### config.mk
export PLATFORM = sky130hd
export DESIGN_NAME = fpu_issue_ctrl
export DESIGN_NICKNAME = d
export VERILOG_FILES = /design/src/rtl/fpu_issue_ctrl.sv
export SDC_FILE = /design/constraint.sdc
export NUM_CORES = 1
export LEC_CHECK = 0
export ABC_AREA = 0
export BUFFER_PORTS_ARGS = -buffer_cell sky130_fd_sc_hd__buf_2
export CAP_MARGIN = 40
export CORE_UTILIZATION = 50
export DETAILED_ROUTE_END_ITERATION = 6
export PLACE_DENSITY = 0.74
export SLEW_MARGIN = 20
export SYNTH_ARGS = -nofsm -noshare
export SYNTH_HDL_FRONTEND = slang
export SYNTH_SLANG_ARGS = --single-unit
### constraint.sdc
create_clock -name CLK -period 3.6 [get_ports CLK]
set_input_delay 0.18 -clock CLK [delete_from_list [all_inputs] [get_ports CLK]]
set_output_delay 0.18 -clock CLK [all_outputs]
set_load 0.05 [all_outputs]
### src/rtl/fpu_issue_ctrl.sv
// In-order issue controller for the half-precision FPU. It decodes the instruction,
// tracks RAW/WAW hazards in a scoreboard, and reserves the shared writeback slot at issue.
module fpu_issue_ctrl #(
  parameter int ADD_LAT  = 2,
  parameter int MUL_LAT  = 3,
  parameter int DIV_LAT  = 12,
  parameter int MISC_LAT = 1
) (
  input  logic        CLK,
  input  logic        nRST,
  input  logic        flush,
  input  logic [2:0]  frm,
  input  logic        in_valid,
  output logic        in_ready,
  input  logic [31:0] in_instr,
  output logic        add_start,
  output logic        mul_start,
  output logic        div_start,
  output logic        misc_start,
  output logic [4:0]  op_funct5,
  output logic [2:0]  op_rm,
  output logic [4:0]  op_rs1,
  output logic [4:0]  op_rs2,
  output logic        wb_valid,
  output logic [4:0]  wb_rd,
  output logic [1:0]  wb_unit,
  output logic        wb_int,
  output logic        ill_instr,
  output logic        busy
);

  localparam int         CW      = $clog2(DIV_LAT);
  localparam logic [6:0] OPC_FP  = 7'b1010011;
  localparam logic [1:0] FMT_H   = 2'b10;
  localparam logic [4:0] F5_ADD  = 5'b00000;
  localparam logic [4:0] F5_SUB  = 5'b00001;
  localparam logic [4:0] F5_MUL  = 5'b00010;
  localparam logic [4:0] F5_DIV  = 5'b00011;
  localparam logic [4:0] F5_SQRT = 5'b01011;
  localparam logic [4:0] F5_SGNJ = 5'b00100;
  localparam logic [4:0] F5_MNMX = 5'b00101;
  localparam logic [4:0] F5_COMP = 5'b10100;
  localparam logic [4:0] F5_CLAS = 5'b11100;
  localparam logic [1:0] U_ADD   = 2'd0;
  localparam logic [1:0] U_MUL   = 2'd1;
  localparam logic [1:0] U_DIV   = 2'd2;
  localparam logic [1:0] U_MISC  = 2'd3;

  typedef struct packed {
    logic       v;
    logic [4:0] rd;
    logic [1:0] unit;
    logic       is_int;
  } slot_t;

  slot_t         slot_q [DIV_LAT];
  slot_t         slot_d [DIV_LAT];
  logic [31:0]   sb_q, sb_d;
  logic [CW-1:0] div_cnt_q, div_cnt_d;
  logic          rst_done_q;

  logic [6:0] opcode_s;
  logic [4:0] rd_s, rs1_s, rs2_s, funct5_s;
  logic [2:0] rm_s, rm_res_s, op_rm_s;
  logic [1:0] fmt_s, unit_s;
  logic       known_s, arith_s, uses_rs2_s, fp_dst_s;
  logic       legal_s, hazard_s, slot_free_s, div_ok_s, can_issue_s;
  logic       active_s, issue_s, any_slot_s;
  slot_t      new_slot_s;

  assign opcode_s = in_instr[6:0];
  assign rd_s     = in_instr[11:7];
  assign rm_s     = in_instr[14:12];
  assign rs1_s    = in_instr[19:15];
  assign rs2_s    = in_instr[24:20];
  assign fmt_s    = in_instr[26:25];
  assign funct5_s = in_instr[31:27];

  always_comb begin
    known_s    = 1'b1;
    arith_s    = 1'b0;
    uses_rs2_s = 1'b1;
    fp_dst_s   = 1'b1;
    unit_s     = U_ADD;
    case (funct5_s)
      F5_ADD, F5_SUB:   begin arith_s = 1'b1; unit_s = U_ADD; end
      F5_MUL:           begin arith_s = 1'b1; unit_s = U_MUL; end
      F5_DIV:           begin arith_s = 1'b1; unit_s = U_DIV; end
      F5_SQRT:          begin arith_s = 1'b1; unit_s = U_DIV; uses_rs2_s = 1'b0; end
      F5_SGNJ, F5_MNMX: begin unit_s = U_MISC; end
      F5_COMP:          begin unit_s = U_MISC; fp_dst_s = 1'b0; end
      F5_CLAS:          begin unit_s = U_MISC; fp_dst_s = 1'b0; uses_rs2_s = 1'b0; end
      default:          begin known_s = 1'b0; end
    endcase
  end

  // Dynamic rounding resolves through frm; MISC ops carry rm as a raw sub-op select.
  assign rm_res_s = (rm_s == 3'b111) ? frm : rm_s;
  assign op_rm_s  = arith_s ? rm_res_s : rm_s;
  assign legal_s  = (opcode_s == OPC_FP) && (fmt_s == FMT_H) && known_s &&
                    (uses_rs2_s || (rs2_s == 5'd0)) &&
                    (!arith_s || (rm_res_s <= 3'd4));

  assign hazard_s = sb_q[rs1_s] | (uses_rs2_s & sb_q[rs2_s]) | (fp_dst_s & sb_q[rd_s]);
  assign div_ok_s = (unit_s != U_DIV) || (div_cnt_q == '0);

  always_comb begin
    case (unit_s)
      U_ADD:   slot_free_s = ~slot_q[ADD_LAT].v;
      U_MUL:   slot_free_s = ~slot_q[MUL_LAT].v;
      U_MISC:  slot_free_s = ~slot_q[MISC_LAT].v;
      default: slot_free_s = 1'b1;  // DIV lands beyond every existing reservation
    endcase
  end

  assign can_issue_s = legal_s & ~hazard_s & slot_free_s & div_ok_s;
  assign active_s    = rst_done_q & ~flush;
  assign issue_s     = in_valid & active_s & can_issue_s;
  assign new_slot_s  = {1'b1, rd_s, unit_s, ~fp_dst_s};

  always_comb begin
    for (int i = 0; i < DIV_LAT - 1; i++) begin
      slot_d[i] = slot_q[i + 1];
    end
    slot_d[DIV_LAT - 1] = '0;
    sb_d = sb_q;
    if (div_cnt_q != '0) begin
      div_cnt_d = div_cnt_q - CW'(1);
    end else begin
      div_cnt_d = div_cnt_q;
    end
    if (slot_q[0].v && !slot_q[0].is_int) begin
      sb_d[slot_q[0].rd] = 1'b0;
    end else begin
      sb_d = sb_d;
    end
    if (issue_s) begin
      case (unit_s)
        U_ADD:   slot_d[ADD_LAT - 1]  = new_slot_s;
        U_MUL:   slot_d[MUL_LAT - 1]  = new_slot_s;
        U_DIV:   slot_d[DIV_LAT - 1]  = new_slot_s;
        default: slot_d[MISC_LAT - 1] = new_slot_s;
      endcase
      if (fp_dst_s) begin
        sb_d[rd_s] = 1'b1;
      end else begin
        sb_d = sb_d;
      end
      if (unit_s == U_DIV) begin
        div_cnt_d = CW'(DIV_LAT - 1);
      end else begin
        div_cnt_d = div_cnt_d;
      end
    end else begin
      sb_d = sb_d;
    end
    if (flush) begin
      for (int i = 0; i < DIV_LAT; i++) begin
        slot_d[i] = '0;
      end
      sb_d      = '0;
      div_cnt_d = '0;
    end else begin
      div_cnt_d = div_cnt_d;
    end
  end

  always_ff @(posedge CLK or negedge nRST) begin
    if (!nRST) begin
      rst_done_q <= 1'b0;
      sb_q       <= '0;
      div_cnt_q  <= '0;
      for (int i = 0; i < DIV_LAT; i++) begin
        slot_q[i] <= '0;
      end
    end else begin
      rst_done_q <= 1'b1;
      sb_q       <= sb_d;
      div_cnt_q  <= div_cnt_d;
      slot_q     <= slot_d;
    end
  end

  always_comb begin
    any_slot_s = 1'b0;
    for (int i = 0; i < DIV_LAT; i++) begin
      any_slot_s = any_slot_s | slot_q[i].v;
    end
  end

  assign in_ready   = active_s & (~legal_s | can_issue_s);
  assign ill_instr  = in_valid & active_s & ~legal_s;
  assign add_start  = issue_s & (unit_s == U_ADD);
  assign mul_start  = issue_s & (unit_s == U_MUL);
  assign div_start  = issue_s & (unit_s == U_DIV);
  assign misc_start = issue_s & (unit_s == U_MISC);
  assign op_funct5  = issue_s ? funct5_s : 5'd0;
  assign op_rm      = issue_s ? op_rm_s  : 3'd0;
  assign op_rs1     = issue_s ? rs1_s    : 5'd0;
  assign op_rs2     = issue_s ? rs2_s    : 5'd0;
  assign wb_valid   = slot_q[0].v & ~flush;
  assign wb_rd      = wb_valid ? slot_q[0].rd     : 5'd0;
  assign wb_unit    = wb_valid ? slot_q[0].unit   : 2'd0;
  assign wb_int     = wb_valid ? slot_q[0].is_int : 1'b0;
  assign busy       = any_slot_s | (|sb_q) | (div_cnt_q != '0);

endmodule
### Word-level counts from Yosys, hierarchy flattened

Cells that the tools add are included.

* logic and storage cells: 179
* output and inout bits: 34
* register bits after elaboration: 145
* input bits: 39

* reductions and logical operators: 25
* bitwise gates (word level): 40
* add/subtract/negate cells: 1
* order comparisons: 7
* equality and inequality tests: 15
* muxes and demuxes: 40

Operator list (count)
* 2-to-1 mux 32 bit: 4
* 2-to-1 mux 108 bit: 1
* 2-to-1 mux 9 bit: 5
* bitwise AND 32 bit: 1
* NOT 32 bit: 1
* bitwise OR 32 bit: 1
* OR reduction 32 bit: 1
* 2-to-1 mux 27 bit: 1
* < comparator 5 x 6 -> 1 bit (second input constant): 4
* 2-to-1 mux 5 bit: 4
* 2-to-1 mux 4 bit: 4
* bitwise OR 1 bit: 16
* bitwise AND 1 bit: 15
* binary-select mux 1 bit (select 5 bit): 3
* demux 1 bit (select 5 bit): 2
* equality test 5 x 2 -> 1 bit (second input constant): 2
* equality test 5 x 3 -> 1 bit (second input constant): 2
* equality test 5 bit (second input constant): 2
* >= comparator 5 x 1 -> 1 bit (second input constant): 2
* zero test 5 bit: 2
* 2-to-1 mux 1 bit: 10
* 2-to-1 mux 3 bit: 3
* OR reduction 9 bit: 1
* equality test 7 bit (second input constant): 1
* other kinds (22): 40

### Depth between registers and ports, before layout

Gate-level depths: netlist of run 1.

* depth after elaboration: 13
* gate-level depth with buffers: 12

### Worst setup path after synthesis of run 1

No wires, ideal clock.

* path kind: register -> output
* start point: reg div_cnt_q[0]
* end point: out op_rm[1]
* cell stages (with the launch flop): 12
* arrival: 3169 ps
* slack: 251 ps
* cells stage by stage: dfrtp_1 inv_1 ha_1 or3b_2 clkbuf_1 nand2_1 o31a_1 o311a_1 and4_4 nand2_4 buf_2 nor3_1

* word-level cells in the longest chain between the ends: 5

Ends and longest elaborated chain
* start, declared: RTL line 59 `logic [CW-1:0] div_cnt_q, div_cnt_d;`
* start signal, assigned: RTL line 179 `div_cnt_q <= div_cnt_d;`
* zero test 4 bit: RTL line 105 `assign div_ok_s = (unit_s != U_DIV) || (div_cnt_q == '0);`
* logical OR 1 bit: RTL line 105
* bitwise AND 1 bit: RTL line 116 `assign can_issue_s = legal_s & ~hazard_s & slot_free_s & div_ok_s;`
* bitwise AND 1 bit: RTL line 118 `assign issue_s = in_valid & active_s & can_issue_s;`
* 2-to-1 mux 3 bit: RTL line 198 `assign op_rm = issue_s ? op_rm_s : 3'd0;`
* end, declared: RTL line 21 `output logic [2:0] op_rm,`

Every way passes these cells.

### Worst setup path after layout of run 1

Same ends and word-level chain as after synthesis.

==> summary.txt, run 1 <==
Drt
  • Met3 WL post-DR: around 1600 um
  • DR vias/cell: 6.04
  • DRC: 0
  • Top sig layer: met4
  • Via count: about 5600
  • TritonRoute pass-1 iters: 5
  • Remaining antenna violation count: 0
  • Final WL: 18100 um
  • Wire per inst: just under 20 um
  • Routed length on met1: 7580 um
  • Iteration-0 DRC Markers: roughly 520
  • Met2 WL post-DR: around 8600 um

Final layout
  • Layout cell share with drive strength beyond 1: 0.227
  • Area grow syn2layout: 14.4%
  • Most frequent cells in the layout: 145 x dfrtp_1, 94 x nor2b_1, 70 x buf_2, 37 x o21ai_0, 36 x nand2_1
  • Most common cell after layout, fill and taps aside: dfrtp_1
  • Antenna cells: 0
  • # fillers: between 1000 and 1500
  • Number of nets in the layout: ~770

CTS
  • Clk Latency, worst-skew pair: 420 ps
  • CTS Root Cell: clkbuf_16
  • Clock sinks: between 100 and 150
  • CTS tree: done
  • Clock buffer depth: 2
  • CTS Buf Count: 17
  • Worst-path clk slew: 60 ps
  • H-tree Lvls: 4

Die
  • Starting Density: 0.518
  • Die area: 0.0150 mm2
  • Chip width: between 100 and 150 um
  • Num ports: 73
  • Core Rows: 43
  • Chip height: 123 um
  • Core Box Area: around 0.014 mm2

Place
  • Port Buffers: 72
  • Placer congestion estimate: roughly 0.90
  • DP HPWL: 12500 um

Timing
  • Slew headroom: 0.597
  • Final Max Slew Viols: 0
  • Final hold vios: 0
  • Worst-Margin Slew: around 600 ps
  • Final setup fails: 0
  • Layout Skew: just under 9 ps
  • RSZ-0062 raised after global routing: false
  • Final setup TNS: 0 ps
  • Final min period: between 3000 and 4000 ps
  • Fin crit share: 0.944
  • FMAX: just under 300 MHz

Setup path
  • Crit path from: div_cnt_q[0]
  • Crit end category: output port
  • CP max stage cell: or3b_2
  • Maximum net fanout on the critical path: 32
  • Critical path arrival: about 3200 ps
  • Critical Path, Cell by Cell: inv_1 > ha_1 > or3b_2 > nand2_1 > o31a_1 > o311a_1 > and4_4 > nand2_8 > nor3_1 > buf_2
  • Setup CP Type: reg2out
  • CP Depth: 10
  • Buf/Inv on CP: 2
  • Crit path to: op_rm[1]
  • Crit-path max cell delay: 540 ps
  • Reg2Reg Setup Slack: roughly 790 ps
  • Reg2reg end: sb_q[8]
  • R2R depth: 9
  • Crit path launch type: flip-flop
  • CP top delay family: simple AND/OR/NAND/NOR gates
  • R2r startpoint: div_cnt_q[0]
  • Req. time, crit path: roughly 3400 ps

Job
  • Max-cap violations: 0

Power and ir drop
  • Pwr Density: around 440 mW/mm2
  • Switching Fraction: 0.261
  • Pwr Total: ~0.0036 W
  • Clock network power share: 0.436
  • Switching power: approximately 0.00095 W
  • P_int: about 0.0027 W
  • Sequential share of power: 0.460
  • Combinational power share: 0.104
  • Peak supply drop: 445 uV
  • Leak: about 3.9 nW

Synthesis
  • Netlist area before placement: a little over 0.007 mm2
  • Yosys reg bits: ~150
  • Top_reg_cell synth: dfrtp_1
  • Netlist cell types: between 60 and 70
  • Mapped Avg Cell Area: approximately 11 um2
  • Register area share after synthesis: 0.499
  • Asr flop ratio synth: 1.00
  • EDFF count, synth: 0
  • Post-Syn Instances: ~670
  • Synth Warn #: 0

GRT
  • Pin count of the biggest net entering global routing: roughly 100
  • Initial antenna violation count: 0
  • Gr ovfl total: 0
  • First-pass GRT wire length: roughly 28000 um
  • GR Util All Layers: 0.254
  • Vias in the first global route: approximately 5200

Run status
  • Status: finished, final reports clean

Min path
  • HP Start: flush
  • Hold crit path type: in2reg
## power groups by stage
| stage | clock (W) | sequential (W) | combinational, W |
|---|---|---|---|
| 2_1_floorplan | 0 | 0.00169 | 0.000244 |
| 3_3_place_gp | 0 | 0.00169 | 0.000352 |
| 3_5_place_dp | 0 | 0.00170 | 0.000369 |
| 4_1_cts | 0.00161 | 0.00167 | 0.000371 |
| 5_1_grt | 0.00169 | 0.00167 | 0.000410 |
| 6_report | 0.00158 | 0.00167 | 0.000375 |
## area by class of cell
cell class	count	area, um2	share of cell area
clock inverters	11	82.6	0.00992
multi-input cells	463	3350	0.402
flip-flops and latches	145	3630	0.436
clock buffers	21	450	0.0541
well taps	180	225	0.0271
inverters	16	60.1	0.00721
repair buffers	88	532	0.0639
## cell families (layout without fill, tap and decap cells)
group           count (synthesis)  after routing  share of synthesized area
simple gates                  306            307                      0.250
mux                            39             39                     0.0861
buf+inv                        67            136                     0.0447
other cells                     2              3                    0.00103
compound gates                112            112                      0.117
flops                         145            145                      0.499
fa+ha+maj                       1              1                    0.00172
xor+xnor                        1              1                    0.00120
## timing repair
action | in CTS | in global routing
setup endpoints to repair | 0 | 3
buffers inserted | 0 | 4
gates resized for setup | 0 | 1
hold endpoints to repair | 33 | 0
hold buffers | 1 | 0
## worst min path at each step
stage	depth (start not counted)	end	slack, ps
2_1_floorplan	0	div_cnt_q[0]	-120
3_3_place_gp	1	rst_done_q	390
3_5_place_dp	1	sb_q[7]	100
4_1_cts	2	slot_q[93]	170
5_1_grt	2	slot_q[7]	190
6_report	2	slot_q[93]	190
## cells in the mapped netlist, types with 4 or more instances
master	n	share of area
dfrtp_1	145	0.50
nor2b_1	94	0.081
o21ai_0	37	0.025
nand2_1	36	0.019
clkbuf_1	32	0.017
nor2_1	32	0.017
nand3b_1	25	0.026
a21oi_1	23	0.016
inv_1	16	0.0083
and2_1	15	0.013
and3_1	15	0.013
mux4_2	15	0.046
nand4_1	15	0.013
o31ai_1	14	0.014
mux2_2	13	0.020
nor4_1	12	0.010
buf_2	11	0.0076
nand3_1	11	0.0076
nor3_1	11	0.0076
nor3b_1	10	0.010
mux2i_1	9	0.012
o41ai_2	9	0.020
nand2b_1	8	0.0069
buf_6	6	0.0093
o22ai_1	5	0.0043
or3_1	4	0.0034
## metal layers
layer / GRT usage / vias up
met2: 0.389 / 242
met1: 0.344 / 2789
met4: 0.0823 / 0
met3: 0.0776 / 30
met5: 0 / -
li1: - / 2523
## registers in the layout, indices dropped and copies added (netlist names)
| signal | count |
|---|---|
| sb_q | 32 |
| slot_q | 108 |
| div_cnt_q | 4 |
| rst_done_q | 1 |
## metrics by stage
| stage | cells | setup slack (ps) | hold slack, ps | util | area (um2) |
|---|---|---|---|---|---|
| after floorplan | 674 | 251 | -116 | - | 7280 |
| after global placement | 884 | 563 | 391 | 0.547 | 7680 |
| after detailed placement | 885 | 486 | 102 | 0.549 | 7700 |
| after CTS | 918 | 13.1 | 174 | 0.587 | 8250 |
| after global routing | 924 | 78.2 | 195 | 0.593 | 8320 |
| final | 924 | 201 | 191 | 0.593 | 8320 |
Note: power is estimated with default switching activity, not from simulation.
==> run 2, diff against run 1 <==
--- a/constraint.sdc
+++ b/constraint.sdc
@@ -3,2 +3,2 @@
 set_output_delay 0.18 -clock CLK [all_outputs]
-set_load 0.05 [all_outputs]
+set_load 0.005 [all_outputs]
==> summary.txt, run 2 (synthesis gave the netlist of run 1 again) <==
Final layout
  • Layout cell share with drive strength beyond 1: 0.220
  • Flip-flop and latch area: 0.00363 mm2
  • Fin cells: 915
  • Antenna cells: 0
  • Area grow syn2layout: 13.7%
  • Number of nets in the layout: 766
  • Largest registers: slot_q x108, sb_q x32, div_cnt_q x4
  • Largest register FFs: around 110
  • Multi-input logic area: ~0.0033 mm2
  • Most flop-heavy register: slot_q
  • Most frequent cells in the layout: 145 x dfrtp_1, 94 x nor2b_1, 70 x buf_2, 37 x o21ai_0, 36 x nand2_1
  • Most common cell after layout, fill and taps aside: dfrtp_1
  • Fin area: between 0.008 and 0.009 mm2
  • # fillers: roughly 1200

Setup path
  • Critical path arrival: 3230 ps
  • Crit end category: output port
  • Setup CP Type: reg2out
  • Req. time, crit path: 3420 ps
  • Crit path launch type: flip-flop
  • Maximum net fanout on the critical path: 18
  • R2r startpoint: div_cnt_q[0]
  • Reg2Reg Setup Slack: just over 600 ps
  • R2R depth: 9
  • Reg2reg end: slot_q[84]

CTS
  • Clock buffer depth: 2
  • Clock sinks: 145
  • Clk Latency, worst-skew pair: around 420 ps
  • Post CTS Setup Buffer Count: 0
  • CTS Root Cell: clkbuf_16
  • H-tree Lvls: 4
  • CTS tree: done
  • CTS Buf Count: 17
  • Worst-path clk slew: ~60 ps

GRT
  • Gr ovfl total: 0
  • Pin count of the biggest net entering global routing: about 80
  • First-pass GRT wire length: between 20000 and 30000 um
  • GR Util All Layers: 0.262
  • Vias in the first global route: around 5300
  • Initial antenna violation count: 0

Drt
  • Remaining antenna violation count: 0
  • Top sig layer: met4
  • DR vias/cell: 6.07
  • DRC: 0
  • Met2 WL post-DR: ~8500 um
  • Via count: 5554
  • Iteration-0 DRC Markers: 541
  • Wire per inst: just over 20 um
  • Met3 WL post-DR: approximately 1500 um
  • Routed length on met1: just over 8000 um
  • Final WL: ~19000 um
  • TritonRoute pass-1 iters: 6

Timing
  • Final hold vios: 0
  • Worst-Margin Slew: 707 ps
  • Hold Slack: 202 ps
  • FMAX: between 200 and 300 MHz
  • RSZ-0062 raised after global routing: false
  • Final min period: approximately 3400 ps
  • Final Max Slew Viols: 0
  • Final setup TNS: 0 ps
  • Slew headroom: 0.529
  • Fin crit share: 0.947
  • Final worst setup slack: roughly 190 ps
  • Final setup fails: 0
  • Layout Skew: ~6.5 ps

Place
  • Port Buffers: 72
  • Pre-CTS WS: ~500 ps
  • Placer congestion estimate: ~0.95
  • Dpl cell area: a little under 0.008 mm2
  • Dpl cells: slightly below 900
  • DP HPWL: between 10000 and 15000 um

Die
  • Chip height: 123 um
  • Starting Density: 0.518
  • Chip width: 123 um
  • Core Rows: 43
  • Core Box Area: about 0.014 mm2
  • Num ports: 73
  • Die area: 0.0150 mm2

Run status
  • Status: finished, final reports clean

Min path
  • Hold EP: slot_q[106]
  • HP Start: in_instr[11]
  • Hold path depth: 3
  • Hold crit path type: in2reg

Power and ir drop
  • Leak: between 3 and 4 nW
  • Peak supply drop: 369 uV
  • Pwr Density: 436 mW/mm2

Job
  • Max-cap violations: 0
==> run 2: changes by cell type in the layout (fill, tap and decap cells not counted) <==
| cell | change |
|---|---|
| clkbuf_1 | -2 |
| clkbuf_8 | +5 |
| inv_6 | -2 |
| clkinvlp_4 | +1 |
| buf_4 | -4 |
| clkinv_2 | -2 |
| buf_16 | -1 |
| clkinv_4 | -4 |
==> run 2: how the worst max path moves through the flow <==
stage                       startpoint        end  slack (ps)  depth (start not counted)
after global placement     in_instr[7]   op_rm[1]         610                          8
after global routing      div_cnt_q[0]  mul_start          10                          9
after detailed placement   in_instr[7]   op_rm[1]         510                          8
after floorplan           div_cnt_q[0]   op_rm[0]        1120                         11
final                         sb_q[25]   in_ready         190                          8
after CTS                 div_cnt_q[0]   op_rm[1]          80                         10
==> run 2: timing repair <==
item | in CTS | in global routing
endpoints found under the setup margin | 0 | 2
gates resized for setup | 0 | 1
endpoints found under the hold margin | 30 | 0
hold buffers | 1 | 0
==> run 2: cell type report <==
class | count | area share
flip-flops and latches | 145 | 0.439
clock buffers | 24 | 0.0619
well taps | 180 | 0.0272
clock inverters | 4 | 0.00333
multi-input cells | 463 | 0.404
inverters | 16 | 0.00726
repair buffers | 83 | 0.0573
==> run 2: layer usage <==
layer | global-route usage | up-vias
met5 | 0 | -
met4 | 0.0960 | 0
met3 | 0.0743 | 30
met2 | 0.392 | 248
met1 | 0.364 | 2778
li1 | - | 2498
==> run 2: critical path, stage by stage (launching register included) <==
cell and delay (ps):
dfrtp_1 460, mux4_2 480, and3b_1 180, o31a_1 280
o31ai_4 620, buf_4 340, nand4_1 140, a21oi_1 180
buf_2 130
==> run 2: power by group <==
group          internal, W  switching [W]
registers          0.00165      0.0000172
clock network     0.000972       0.000627
logic             0.000122       0.000217
==> run 2: metrics by stage <==
step	util	power, W
finish	0.589	0.00361
detailed placement	0.549	0.00203
floorplan	-	0.00190
global placement	0.547	0.00201
CTS	0.588	0.00364
global route	0.589	0.00374
==> run 3, diff against run 2 <==
- PLACE_DENSITY: 0.74 -> 0.69
==> summary.txt, run 3 (synthesis gave the netlist of run 1 again) <==
CTS
  • Clock sinks: 145
  • CTS Buf Count: 17
  • Worst-path clk slew: 60 ps
  • CTS tree: done
  • H-tree Lvls: 4
  • CTS Root Cell: clkbuf_16
  • Clk Latency, worst-skew pair: around 420 ps
  • Clock buffer depth: 2

Final layout
  • Number of nets in the layout: 765
  • Layout cell share with drive strength beyond 1: 0.224
  • Fin area: between 0.008 and 0.009 mm2
  • Antenna cells: 0
  • Largest registers: slot_q x108, sb_q x32, div_cnt_q x4
  • Most frequent cells in the layout: 145 x dfrtp_1, 94 x nor2b_1, 70 x buf_2, 37 x o21ai_0, 36 x nand2_1
  • Post-layout util: 0.594
  • Largest register FFs: approximately 110
  • Most common cell after layout, fill and taps aside: dfrtp_1
  • Fin cells: about 920
  • Area grow syn2layout: 14.6%
  • Most flop-heavy register: slot_q

Place
  • Pre-CTS WS: a little under 600 ps
  • DP HPWL: approximately 12000 um
  • Dpl cell area: roughly 0.0077 mm2
  • Port Buffers: between 70 and 80
  • Dpl cells: approximately 900
  • Placer congestion estimate: roughly 0.9

GRT
  • Vias in the first global route: ~5400
  • Pin count of the biggest net entering global routing: 85
  • Initial antenna violation count: 0
  • First-pass GRT wire length: 29000 um
  • Gr ovfl total: 0
  • GR Util All Layers: 0.260

Timing
  • Layout Skew: around 15 ps
  • Final Max Slew Viols: 0
  • Final hold vios: 0
  • Slew headroom: 0.449
  • Fin crit share: 0.941
  • Final worst setup slack: approximately 210 ps
  • Final setup TNS: 0 ps
  • Worst-Margin Slew: 826 ps
  • RSZ-0062 raised after global routing: false
  • Final min period: ~3400 ps
  • FMAX: between 200 and 300 MHz
  • Final setup fails: 0

Setup path
  • Buf/Inv on CP: 3
  • Critical path arrival: about 3200 ps
  • CP top delay family: simple AND/OR/NAND/NOR gates
  • Crit-path max cell delay: approximately 530 ps
  • Req. time, crit path: around 3400 ps
  • Crit end category: output port
  • R2R depth: 9
  • CP max stage cell: or3b_2
  • CP Depth: 10
  • Critical Path, Cell by Cell: inv_1 > ha_1 > or3b_2 > nand2_1 > o31a_1 > o311a_1 > and4_4 > nand3_1 > inv_1 > buf_2
  • Setup CP Type: reg2out
  • Reg2Reg Setup Slack: between 600 and 700 ps
  • Crit path launch type: flip-flop
  • Worst path most repeated cell: inv_1
  • Maximum net fanout on the critical path: 30

Die
  • Die area: ~0.015 mm2
  • Core Box Area: approximately 0.014 mm2
  • Starting Density: 0.518
  • Chip width: about 120 um
  • Core Rows: between 40 and 50
  • Num ports: 73
  • Chip height: approximately 120 um

Min path
  • Hold crit path type: in2async

Run status
  • Status: finished, final reports clean

Drt
  • Remaining antenna violation count: 0
  • Via count: roughly 5600
  • Wire per inst: 20.1 um
  • Iteration-0 DRC Markers: around 630
  • DRC: 0
  • DR vias/cell: roughly 6.1
  • TritonRoute pass-1 iters: 5
  • Final WL: 18500 um

Job
  • Max-cap violations: 0

Power and ir drop
  • Pwr Density: 459 mW/mm2
  • Leak: between 3 and 4 nW
  • Peak supply drop: 308 uV
-- run 3: routing by layer --
layer	track usage	wire [um]	up-vias
met1	0.347	7730	2757
met5	0	0	-
met3	0.0795	1900	38
li1	-	-	2507
met4	0.0983	339	0
met2	0.396	8490	280
-- run 3: path summary, 6_finish.rpt --
kind / startpoint / end
setup reg to reg: div_cnt_q[0] / sb_q[0]
min in group CLK: in_instr[11] / slot_q[88]
setup / recovery: div_cnt_q[0] / div_start
hold / removal: nRST / sb_q[6]
hold reg to reg: slot_q[3] / slot_q[12]
max in group asynchronous: nRST / sb_q[24]
-- run 3: cell type report --
type | instances | area [um2]
Clock buffer | 19 | 443
Clock inverter | 13 | 174
Fill cell | 1150 | 5700
Inverter | 16 | 60.1
Multi-Input combinational cell | 462 | 3340
Sequential cell | 145 | 3630
Tap cell | 180 | 225
Timing Repair Buffer | 83 | 474
-- run 3: power by group --
part | switching [W] | total [W] | leakage [nW] | internal [W]
Sequential | 0.0000155 | 0.00167 | 2.01 | 0.00165
Clock | 0.000706 | 0.00183 | 0.297 | 0.00112
Combinational | 0.000215 | 0.000336 | 1.64 | 0.000121
Total | 0.000937 | 0.00383 | 3.95 | 0.00290
-- run 3: stage by stage --
stage	total power [W]	hold WS [ps]
6_report	0.00383	183
3_3_place_gp	0.00201	339
5_1_grt	0.00397	188
2_1_floorplan	0.00190	-116
4_1_cts	0.00387	172
3_5_place_dp	0.00203	44.6
-- run 3: timing repair --
item / 4_1_cts / 5_1_grt
gates resized for setup: 0 / 1
endpoints found under the hold margin: 100 / 0
setup endpoints to repair: 0 / 1
setup buffers: 0 / 0
hold buffers: 1 / 0
